### src/rtl/npu_cube_pkg.sv
// Shared widths and sign-extension prefix encodings for the cube partial-product extension stage.
package npu_cube_pkg;

  localparam int PP_EXT0_PAD = 3;
  localparam int PP_EXTK_PAD = 2;

  // Constant-compensation prefixes: line0 gets {~s,s,s}, line k gets {1,~s}.
  localparam logic [PP_EXT0_PAD-1:0] PFX0_NEG = 3'b011;
  localparam logic [PP_EXT0_PAD-1:0] PFX0_POS = 3'b100;
  localparam logic [PP_EXT0_PAD-1:0] PFX0_UNS = 3'b000;
  localparam logic [PP_EXTK_PAD-1:0] PFXK_NEG = 2'b10;
  localparam logic [PP_EXTK_PAD-1:0] PFXK_POS = 2'b11;
  localparam logic [PP_EXTK_PAD-1:0] PFXK_UNS = 2'b00;

  function automatic int line0_w(input int dw);
    return dw + PP_EXT0_PAD;
  endfunction

  function automatic int linek_w(input int dw);
    return dw + PP_EXTK_PAD;
  endfunction

endpackage

### src/rtl/npu_cube_pp_extend_ch.sv
// Combinational sign/zero extension and masking of one MAC channel's Booth partial-product lines.
module npu_cube_pp_extend_ch
  import npu_cube_pkg::*;
#(
  parameter int PP_NUM  = 4,
  parameter int DWPPLEN = 10
) (
  input  logic [PP_NUM*DWPPLEN-1:0]                       pp_i,
  input  logic                                            is_signed_i,
  input  logic                                            mask_i,
  output logic [DWPPLEN+PP_EXT0_PAD-1:0]                  line0_o,
  output logic [(PP_NUM-1)*(DWPPLEN+PP_EXTK_PAD)-1:0]     lines_o
);

  localparam int LKW = DWPPLEN + PP_EXTK_PAD;

  logic [DWPPLEN-1:0]     pp0;
  logic [DWPPLEN-1:0]     ppk;
  logic [PP_EXT0_PAD-1:0] pfx0;
  logic [PP_EXTK_PAD-1:0] pfxk;

  always_comb begin
    line0_o = '0;
    lines_o = '0;
    pp0     = pp_i[DWPPLEN-1:0];
    ppk     = '0;
    pfx0    = PFX0_UNS;
    pfxk    = PFXK_UNS;
    if (mask_i) begin
      if (is_signed_i) begin
        pfx0 = pp0[DWPPLEN-1] ? PFX0_NEG : PFX0_POS;
      end
      line0_o = {pfx0, pp0};
      for (int k = 1; k < PP_NUM; k++) begin
        ppk  = pp_i[k*DWPPLEN +: DWPPLEN];
        pfxk = PFXK_UNS;
        if (is_signed_i) begin
          pfxk = ppk[DWPPLEN-1] ? PFXK_NEG : PFXK_POS;
        end
        lines_o[(k-1)*LKW +: LKW] = {pfxk, ppk};
      end
    end
  end

endmodule

### src/rtl/npu_cube_pp_extend_pipe.sv
// Pipelined partial-product extension stage with valid/ready skid buffer.
// Define NPU_PP_EXT_STAT_EN to enable the saturating output beat counter.
module npu_cube_pp_extend_pipe
  import npu_cube_pkg::*;
#(
  parameter int NPU_CUBE_MAC_NUM = 8,
  parameter int PP_NUM           = 4,
  parameter int DWPPLEN          = 10,
  parameter int CNT_W            = 32
) (
  input  logic                                                      clk,
  input  logic                                                      rst_n,
  input  logic                                                      in_valid,
  output logic                                                      in_ready,
  input  logic [DWPPLEN*PP_NUM*NPU_CUBE_MAC_NUM-1:0]                in_pp,
  input  logic                                                      in_is_signed,
  input  logic [NPU_CUBE_MAC_NUM-1:0]                               in_ch_mask,
  output logic                                                      out_valid,
  input  logic                                                      out_ready,
  output logic [(DWPPLEN+PP_EXT0_PAD)*NPU_CUBE_MAC_NUM-1:0]         out_line0,
  output logic [(DWPPLEN+PP_EXTK_PAD)*(PP_NUM-1)*NPU_CUBE_MAC_NUM-1:0] out_lines,
  output logic [CNT_W-1:0]                                          beat_cnt
);

  localparam int L0W = line0_w(DWPPLEN);
  localparam int LKW = linek_w(DWPPLEN);
  localparam int CHW = PP_NUM * DWPPLEN;
  localparam int CKW = (PP_NUM - 1) * LKW;
  localparam int O0W = L0W * NPU_CUBE_MAC_NUM;
  localparam int OKW = CKW * NPU_CUBE_MAC_NUM;

  logic [O0W-1:0] ext_line0;
  logic [OKW-1:0] ext_lines;

  for (genvar i = 0; i < NPU_CUBE_MAC_NUM; i++) begin : g_ch
    npu_cube_pp_extend_ch #(
      .PP_NUM  (PP_NUM),
      .DWPPLEN (DWPPLEN)
    ) u_ch (
      .pp_i        (in_pp[i*CHW +: CHW]),
      .is_signed_i (in_is_signed),
      .mask_i      (in_ch_mask[i]),
      .line0_o     (ext_line0[i*L0W +: L0W]),
      .lines_o     (ext_lines[i*CKW +: CKW])
    );
  end

  logic           m_valid_q, m_valid_d;
  logic           s_full_q,  s_full_d;
  logic [O0W-1:0] m_line0_q, m_line0_d, s_line0_q, s_line0_d;
  logic [OKW-1:0] m_lines_q, m_lines_d, s_lines_q, s_lines_d;
  logic           in_xfer;
  logic           m_free;

  assign in_xfer = in_valid & ~s_full_q;
  assign m_free  = ~m_valid_q | out_ready;

  // M refills from S first so arrival order is preserved; S only catches a beat M cannot take.
  always_comb begin
    m_valid_d = m_valid_q;
    s_full_d  = s_full_q;
    m_line0_d = m_line0_q;
    m_lines_d = m_lines_q;
    s_line0_d = s_line0_q;
    s_lines_d = s_lines_q;
    if (m_free) begin
      if (s_full_q) begin
        m_valid_d = 1'b1;
        m_line0_d = s_line0_q;
        m_lines_d = s_lines_q;
        s_full_d  = 1'b0;
      end else if (in_xfer) begin
        m_valid_d = 1'b1;
        m_line0_d = ext_line0;
        m_lines_d = ext_lines;
      end else begin
        m_valid_d = 1'b0;
      end
    end else if (in_xfer) begin
      s_full_d  = 1'b1;
      s_line0_d = ext_line0;
      s_lines_d = ext_lines;
    end
  end

  always_ff @(posedge clk or negedge rst_n) begin
    if (!rst_n) begin
      m_valid_q <= 1'b0;
      s_full_q  <= 1'b0;
      m_line0_q <= '0;
      m_lines_q <= '0;
      s_line0_q <= '0;
      s_lines_q <= '0;
    end else begin
      m_valid_q <= m_valid_d;
      s_full_q  <= s_full_d;
      m_line0_q <= m_line0_d;
      m_lines_q <= m_lines_d;
      s_line0_q <= s_line0_d;
      s_lines_q <= s_lines_d;
    end
  end

  assign in_ready  = ~s_full_q;
  assign out_valid = m_valid_q;
  assign out_line0 = m_line0_q;
  assign out_lines = m_lines_q;

`ifdef NPU_PP_EXT_STAT_EN
  logic [CNT_W-1:0] cnt_q, cnt_d;

  always_comb begin
    cnt_d = cnt_q;
    if (m_valid_q && out_ready && (cnt_q != {CNT_W{1'b1}})) begin
      cnt_d = cnt_q + 1'b1;
    end
  end

  always_ff @(posedge clk or negedge rst_n) begin
    if (!rst_n) begin
      cnt_q <= '0;
    end else begin
      cnt_q <= cnt_d;
    end
  end

  assign beat_cnt = cnt_q;
`else
  assign beat_cnt = '0;
`endif

endmodule

### config.mk
export PLATFORM = sky130hd
export DESIGN_NAME = npu_cube_pp_extend_pipe
export DESIGN_NICKNAME = d
export VERILOG_FILES = /design/src/rtl/npu_cube_pkg.sv /design/src/rtl/npu_cube_pp_extend_ch.sv /design/src/rtl/npu_cube_pp_extend_pipe.sv
export SDC_FILE = /design/constraint.sdc
export NUM_CORES = 2
export LEC_CHECK = 0
export ABC_AREA = 1
export ABC_CLOCK_PERIOD_IN_PS = 1300
export BUFFER_PORTS_ARGS = -buffer_cell sky130_fd_sc_hd__buf_4
export CORE_MARGIN = 4
export CORE_UTILIZATION = 40
export DETAILED_ROUTE_END_ITERATION = 12
export PLACE_DENSITY = 0.7
export SLEW_MARGIN = 10
export SYNTH_ARGS = -nofsm -noshare
export SYNTH_HDL_FRONTEND = slang
export SYNTH_SLANG_ARGS = --single-unit
### constraint.sdc
create_clock -name clk -period 1.3 [get_ports clk]
set_input_delay 0.26 -clock clk [delete_from_list [all_inputs] [get_ports clk]]
set_output_delay 0.26 -clock clk [all_outputs]
set_load 0.1 [all_outputs]
==> flow_summary.toml <==
[outcome]
status = "complete, but fails checks"
violations = "negative setup slack"

[place]
gp_congestion = 0.845
io_buffers = 726
dpl.hpwl_mm = 71.5
post_dp_cell_area_um2 = 40100
place_inst = 5765

[setup_path]
cp_data_required_time_ps = 1810
slowest_delay_ps = 500
endpoint_kind = "register"
worstPathMaxFanout = 9
startpoint_type = "register"
r2r_setup_slack_ps = -450
cp_slowest_cell = "dfrtp_4"
cp.buffers_inverters = 4
arrival_ps = 2250
critPathKind = "reg2reg"
crit_chain = "buf_6 > nor2_4 > buf_12 > nand2_8 > buf_4 > buf_16 > o21ai_0"
crit_family = "buffers and inverters"

[global_routing]
grt_use_total = 0.277
grt-ovfl-total = 0
grt_pass1_wl_mm = 191
first_global_vias = 34300
antenna_found_initial = 6
grt_max_degree = 100

[cts]
clkSlewWorstSetupHoldPaths_ps = 70
cts_sinks = 738
root_buffer = "clkbuf_16"
cts_buffers = 79
htreeDepth = 3
clockBufferDepth = 3
clkLatencyLatePin_ps = 630
cts_tree = "done"

[synthesis]
synthArstFlopShare = 1.00
ys_ff_latch = 738
synth-edff-count = 0
yosysMostFrequentCell = "nand2_1"
synthFlopType = "dfrtp_1"
avgSynthCellArea_um2 = 7.95
netlist.top_cell.by_area = "dfrtp_1"
synth_area_um2 = 32500
synth.area.top_cells = "dfrtp_1, nand2_1, o21ai_0"
synth_cell_types = 18
synth_sequential_area_ratio = 0.568
netlist_instances = 4089
yosys_warnings = 0
synthTopCellsByCount = "nand2_1, dfrtp_1, o21ai_0"
netlist.area_leader.share = 0.568

[timing]
finalHoldViolCount = 0
timing.final.crit_share = 1.34
slew_viol_final = 0
post-route-min-period_ps = 1750
clock.fmax_ghz = 0.573
rsz0062_at_grt = "yes"
skew_ps = 27.6
setup-violations-final = 1130
fin_ws_ps = -446

[power_and_ir_drop]
p_leak_nw = 26.4
power_frac_seq = 0.336
p_sw_frac = 0.408
p_comb_frac = 0.382
finalPower_mw = 89.0
p_per_area_nw_per_um2 = 1680
pwr-share-clk = 0.282
power.internal_mw = 52.7
p_switching_mw = 36.3
ir_drop_v = 0.00112

[floorplanning]
core-area_um2 = 80500
start_util = 0.404
fp.dieH_um = 293
die_w_um = 293
ios = 759
rows = 104
die-area_um2 = 85900

[layout]
drive_gt1_frac = 0.277
post-route-util = 0.659
finalNonFillerCells = 6397
seqCellArea_um2 = 18500
multi_input_area_um2 = 13300
finalNetCount = 5593
design_area_um2 = 53100
nFillCells = 5484
area_delta_synth_final_pct = 63.2

[detailed_routing]
drt_iter0_drc = 3569
wirelength_mm = 138
antenna_left = 0
num_vias = 35100
first_pass_iters = 7
drc = 0
wire_per_inst_um = 21.5
vias_per_cell = 5.49

[run]
maxCapViolations = 0

[hold_path]
hp-class = "in2async"
## stage by stage
stage / setup TNS, ps / hold WS [ps] / setup slack (ps)
5_1_grt: -372980 / 32.3 / -538
6_report: -312010 / 55.4 / -446
3_5_place_dp: -164220 / 119 / -346
4_1_cts: -351580 / -17.3 / -458
2_1_floorplan: -137310 / -35.6 / -243
3_3_place_gp: -149590 / 121 / -290
## worst reg2reg max path: stages (launching register included)
cell and delay, ps:
dfrtp_4 500, buf_6 150, nor2_4 100, buf_12 180, nand2_8 140, buf_4 210
buf_16 130, o21ai_0 230
## path summary, 6_finish.rpt
kind	startpoint	to	cells after the start
setup / recovery	s_full_q	s_line0_q[58]	7
hold / removal	rst_n	out_lines[281]	2
setup reg to reg	s_full_q	s_line0_q[58]	7
hold reg to reg	s_lines_q[58]	s_lines_q[58]	2
max in group asynchronous	rst_n	out_lines[231]	4
min in group clk	in_ch_mask[3]	s_line0_q[40]	3
## cell type report
| cell class | count | area share |
|---|---|---|
| sequential | 738 | 0.349 |
| clock inverter | 28 | 0.00879 |
| clock buffer | 120 | 0.0459 |
| multi-input combinational | 3010 | 0.251 |
| antenna | 10 | 0.000471 |
| tap | 1060 | 0.0250 |
| inverter | 34 | 0.00255 |
| timing repair buffer | 1397 | 0.317 |
## kinds of logic after synthesis
family                 Yosys count  synth area share
and+or+nand+nor               2277             0.267
DFF                            738             0.568
buffers and inverters          377            0.0577
other                            1          0.000115
AOI/OAI and AO/OA              696             0.107
## flip-flops by register name (all words and copies together), names as in the netlist
register and count:
out_lines 272, s_lines_q 272, out_line0 96, s_line0_q 96, out_valid 1, s_full_q 1
## power groups by stage
stage / clock network (mW) / logic (mW) / registers (mW)
after floorplan: 0 / 6.85 / 41.6
after global placement: 0 / 26.5 / 29.2
after detailed placement: 0 / 26.8 / 29.2
after CTS: 25.1 / 31.6 / 29.5
after global routing: 26.3 / 35.2 / 30.1
final: 25.1 / 33.9 / 29.9
## routing by layer
| layer | wire, um | GRT usage |
|---|---|---|
| met2 | 67200 | 0.470 |
| met1 | 48300 | 0.327 |
| met5 | 0 | 0 |
| met4 | 9720 | 0.159 |
| met3 | 12600 | 0.0562 |
## placed cells by master (no fill, tap or decap), types with 43 or more instances in the layout
master	instances
dlygate4sd3_1	327
dfrtp_2	43
clkbuf_16	124
dfrtp_1	693
nand3_1	45
buf_4	657
o21ai_2	58
nand2_1	2032
o21ai_0	427
o21ai_1	206
nand2_4	55
nand2_2	66
buf_12	304
## repair_timing
action                                   CTS  global route
buffers inserted                          57            20
hold endpoints to repair                1005             0
endpoints found under the setup margin  1128          1131
hold buffers                             327             0
pin swaps                                  3            53
cloned                                    28            48
gates resized for setup                  835           425
No activity file was read; power rests on OpenSTA's default activity.
